$ cat config.mk
export PLATFORM = sky130hd
export DESIGN_NAME = score_ram
export DESIGN_NICKNAME = d
export VERILOG_FILES = /design/src/rtl/score_ram.sv
export SDC_FILE = /design/constraint.sdc
export NUM_CORES = 1
export LEC_CHECK = 0
export CORE_UTILIZATION = 43
export CTS_CLUSTER_DIAMETER = 120
export DETAILED_ROUTE_END_ITERATION = 7
export GPL_ROUTABILITY_DRIVEN = 1
export GPL_TIMING_DRIVEN = 0
export PLACE_DENSITY = 0.71
export SLEW_MARGIN = 10
export SYNTH_ARGS = -nofsm -noshare
export SYNTH_HDL_FRONTEND = slang
export SYNTH_SLANG_ARGS = --single-unit
$ cat constraint.sdc
create_clock -name clk -period 2.6 [get_ports clk]
set_input_delay 0.52 -clock clk [delete_from_list [all_inputs] [get_ports clk]]
set_output_delay 0.52 -clock clk [all_outputs]
set_load 0.02 [all_outputs]
$ cat src/rtl/score_ram.sv
// Score/level storage responder: one read or write per cycle on an 8-bit bus,
// self-clears every entry after reset, optionally keeps only the per-entry maximum.
module score_ram #(
    parameter int DEPTH    = 8,
    parameter bit KEEP_MAX = 1'b0
) (
    input  logic       clk,
    input  logic       reset,
    input  logic       r_w,
    input  logic [7:0] address_in,
    input  logic [7:0] data_in,
    output logic [7:0] data_out,
    output logic       rd_valid,
    output logic       wr_done,
    output logic       addr_err,
    output logic       busy,
    output logic [7:0] wr_count
);

    localparam int ADDR_W = (DEPTH > 1) ? $clog2(DEPTH) : 1;

    typedef enum logic {
        CLEAR,
        SERVE
    } state_t;

    state_t            state_reg;
    logic [ADDR_W-1:0] clr_ptr_reg;
    logic [7:0]        data_out_reg;
    logic [7:0]        wr_count_reg;
    logic              rd_valid_reg;
    logic              wr_done_reg;
    logic              addr_err_reg;
    logic              busy_reg;

    logic [7:0]        mem [DEPTH];

    logic              addr_ok;
    logic [ADDR_W-1:0] addr_idx;
    logic [7:0]        old_data;
    logic              upd_ok;
    logic              changed;
    logic              serve_wr;
    logic              mem_we;
    logic [ADDR_W-1:0] mem_waddr;
    logic [7:0]        mem_wdata;

    // Full 9-bit compare so no address aliases onto a smaller memory.
    assign addr_ok  = ({1'b0, address_in} < 9'(DEPTH));
    assign addr_idx = address_in[ADDR_W-1:0];
    assign old_data = mem[addr_idx];
    assign changed  = (data_in != old_data);

    generate
        if (KEEP_MAX) begin : g_keep_max
            assign upd_ok = (data_in > old_data);
        end else begin : g_overwrite
            assign upd_ok = 1'b1;
        end
    endgenerate

    assign serve_wr = (state_reg == SERVE) && r_w && addr_ok && upd_ok;

    // Writes are suppressed while reset is asserted so an in-flight request is dropped.
    always_comb begin
        mem_we    = 1'b0;
        mem_waddr = addr_idx;
        mem_wdata = data_in;
        if (!reset) begin
            if (state_reg == CLEAR) begin
                mem_we    = 1'b1;
                mem_waddr = clr_ptr_reg;
                mem_wdata = 8'h00;
            end else if (serve_wr) begin
                mem_we = 1'b1;
            end
        end
    end

    always_ff @(posedge clk) begin
        if (mem_we) begin
            mem[mem_waddr] <= mem_wdata;
        end
    end

    always_ff @(posedge clk) begin
        if (reset) begin
            state_reg    <= CLEAR;
            clr_ptr_reg  <= '0;
            data_out_reg <= 8'h00;
            rd_valid_reg <= 1'b0;
            wr_done_reg  <= 1'b0;
            addr_err_reg <= 1'b0;
            busy_reg     <= 1'b1;
            wr_count_reg <= 8'h00;
        end else begin
            rd_valid_reg <= 1'b0;
            wr_done_reg  <= 1'b0;
            addr_err_reg <= 1'b0;
            case (state_reg)
                CLEAR: begin
                    if (clr_ptr_reg == ADDR_W'(DEPTH - 1)) begin
                        state_reg   <= SERVE;
                        busy_reg    <= 1'b0;
                        clr_ptr_reg <= '0;
                    end else begin
                        clr_ptr_reg <= clr_ptr_reg + 1'b1;
                    end
                end
                SERVE: begin
                    if (!addr_ok) begin
                        addr_err_reg <= 1'b1;
                    end else if (r_w) begin
                        wr_done_reg <= 1'b1;
                        // Only real value changes count, so repeated writes are free.
                        if (upd_ok && changed && (wr_count_reg != 8'hFF)) begin
                            wr_count_reg <= wr_count_reg + 8'd1;
                        end
                    end else begin
                        data_out_reg <= mem[addr_idx];
                        rd_valid_reg <= 1'b1;
                    end
                end
            endcase
        end
    end

    assign data_out = data_out_reg;
    assign rd_valid = rd_valid_reg;
    assign wr_done  = wr_done_reg;
    assign addr_err = addr_err_reg;
    assign busy     = busy_reg;
    assign wr_count = wr_count_reg;

endmodule

==> impl_metrics.json <==
{
  "outcome": "finished, final reports clean",
  "synth_nets": 285,
  "max_freq_mhz": 397,
  "path_class": "in -> reg",
  "grt.total_usage_pct": 19.9,
  "rows": 33,
  "hold_violations": 0,
  "yosysTopAreaCellShare_pct": 52.8,
  "ys.flop_type": "edfxtp_1",
  "avgSynthCellArea_um2": 13.8,
  "period_share_pct": 97.0,
  "crit_path_start": "address_in[6]",
  "synth_xor_area_share_pct": 0.963,
  "tightestPinTransition_ns": 0.917,
  "first_global_vias": 2295,
  "dr_total_vias": 2390,
  "root_buffer": "clkbuf_8",
  "drv_slew": 0,
  "powerDensity_mw_per_mm2": 592,
  "ys_ff_latch": 88,
  "final.min_clock_period_ns": 2.52,
  "cp_data_required_time_ns": 2.91,
  "die_h_um": 94.0,
  "antenna_cells": 0,
  "synth-compound-area-share_pct": 7.94,
  "final_antenna_net_count": 0,
  "area_growth_pct": 26.5,
  "pre_cts_slack_ns": -1.15,
  "hold_buffers": 0,
  "dieWidth_um": 94.0,
  "peakVddDrop_v": 0.000478,
  "wl_per_cell_um": 18.8,
  "cp_max_fo": 4,
  "yosys.cell_types.count": 40,
  "ys_top_cells_by_count": "edfxtp_1, nor2_1, dfxtp_1",
  "yosysWarnings": 0,
  "r2r_start": "mem[7][4]",
  "finalSetupViolCount": 0,
  "synthCells": 263,
  "synth_edf_count": 64,
  "synth_most_common_cell": "edfxtp_1",
  "yosysTopAreaCell": "edfxtp_1",
  "drt_first_pass_iters": 4,
  "clk_latency_ns": 0.37,
  "nets": 341,
  "htreeDepth": 3,
  "first_iter_violations": 117,
  "r2r_slack_ns": 0.10,
  "cts_buffers": 9,
  "hpwl_um": 5300,
  "yosys-mux-area-fraction_pct": 10.7,
  "cp-start-kind": "input port",
  "synthTopCellsByArea": "edfxtp_1, dfxtp_1, mux2i_1",
  "rr_endpoint": "wr_count[1]",
  "synthSimpleGateAreaFrac_pct": 11.0,
  "min_path_type": "reg -> reg",
  "largest_reg_flops": 64,
  "timing.slew.headroom_pct": 38.9,
  "drc": 0,
  "antenna_found_initial": 0,
  "arrival_ns": 2.83,
  "leakagePower_uw": 0.00153,
  "ys_async_sr_fraction_pct": 0,
  "fin_cells": 429,
  "dp.cells": 404,
  "start_util_pct": 44.3,
  "gp_congestion": 0.855,
  "clkTransAtPathRegs_ns": 0.10,
  "cts_tree": "yes",
  "drive_above_1_share_pct": 19.1,
  "cts.sinks": 88,
  "routed_wirelength_um": 8060,
  "core-area_mm2": 0.00822,
  "synth_top_family_by_area": "simple AND/OR/NAND/NOR gates",
  "portBuffers": 36,
  "synthAdderAreaFrac_pct": 1.03,
  "clockBufferDepth": 2,
  "syn-cell-area_mm2": 0.00364,
  "viasPerCell": 5.57,
  "ys_seq_area_share_pct": 66.0,
  "dieArea_mm2": 0.00883,
  "worst_clock_skew_ns": 0.00788,
  "end_kind": "flip-flop",
  "reg2regPathDepth": 8,
  "cp-endpoint": "wr_count[6]",
  "grt_max_degree": 19,
  "grt_overflow": 0,
  "cap_violations": 0,
  "grt_pass1_wl_um": 12500,
  "layout_setup_ws_ns": 0.0784,
  "ios": 39
}
where the power goes:
part | switching, uW | internal [uW] | leakage (uW) | total, uW
sequential | 12.0 | 1540 | 0.000785 | 1550
combinational | 147 | 107 | 0.000648 | 254
clock | 544 | 376 | 0.0000975 | 920
timing repair:
action / in CTS / in global routing
endpoints found under the setup margin: 72 / 66
setup buffers: 1 / 6
hold endpoints to repair: 0 / 0
gates resized for setup: 31 / 20
pin swaps: 2 / 9
gates cloned: 2 / 0
worst min-delay path by stage:
stage	start	end	slack [ns]	cells past startpoint
2_1_floorplan	state_reg	wr_done	0.48	2
3_3_place_gp	busy	busy	0.45	1
3_5_place_dp	busy	busy	0.46	1
4_1_cts	busy	busy	0.48	1
5_1_grt	busy	busy	0.52	1
6_report	busy	busy	0.48	1
cell usage in the layout (no fill, tap or decap), types with 8 or more instances in the layout:
master / n
edfxtp_1: 64
nor2b_1: 8
nor2_4: 9
mux2i_1: 19
mux4_2: 8
clkdlybuf4s50_1: 34
a21oi_1: 8
dfxtp_1: 24
nor2_1: 22
nand2_1: 8
clkbuf_8: 10
kinds of logic (layout without fill, tap and decap cells):
family	Yosys count	after routing
DFF	88	88
and+or+nand+nor	80	80
AOI/OAI and AO/OA	43	43
muxes	29	29
buffers and inverters	16	77
xor gates and xnor gates	4	4
adders and majority gates	3	3
final cells by class:
class | count | area (um^2)
well taps | 105 | 131
repair buffers | 45 | 460
clock buffers | 9 | 124
clock inverters | 7 | 77.6
flip-flops and latches | 88 | 2400
multi-input cells | 159 | 1290
plain buffers | 12 | 101
inverters | 4 | 15.0
fillers | 650 | 3610
routing by layer:
layer / share of wire, % / vias to the layer above / routed length [um] / global-route usage (%)
li1: - / 1121 / - / -
met3: 9.1 / 19 / 734 / 6.72
met1: 43 / 1145 / 3510 / 26.7
met4: 1.6 / 0 / 126 / 6.28
met5: 0 / - / 0 / 0
met2: 46 / 105 / 3700 / 30.5
metrics by stage:
stage                     instance area, um^2  TNS [ns]  total power [uW]  util, %  hold slack (ns)
final                                    4600         0              2730     56.0            0.480
after global routing                     4600   -0.0298              2820     56.0            0.517
after CTS                                4460    -0.392              2720     54.3            0.481
after detailed placement                 4130    -53.14              1800     50.3            0.459
after global placement                   4130    -48.62              1790     50.3            0.452
after floorplan                          3640         0              1720        -            0.482
critical path, stage by stage:
cell             delay [ns]
clkdlybuf4s50_1        0.40
or4_4                  0.55
nor2_4                 0.14
nand3_2                0.13
a31oi_4                0.21
o41ai_4                0.14
buf_4                  0.17
or4_1                  0.42
a21oi_2                0.14
(Power assumes the default switching activity.)
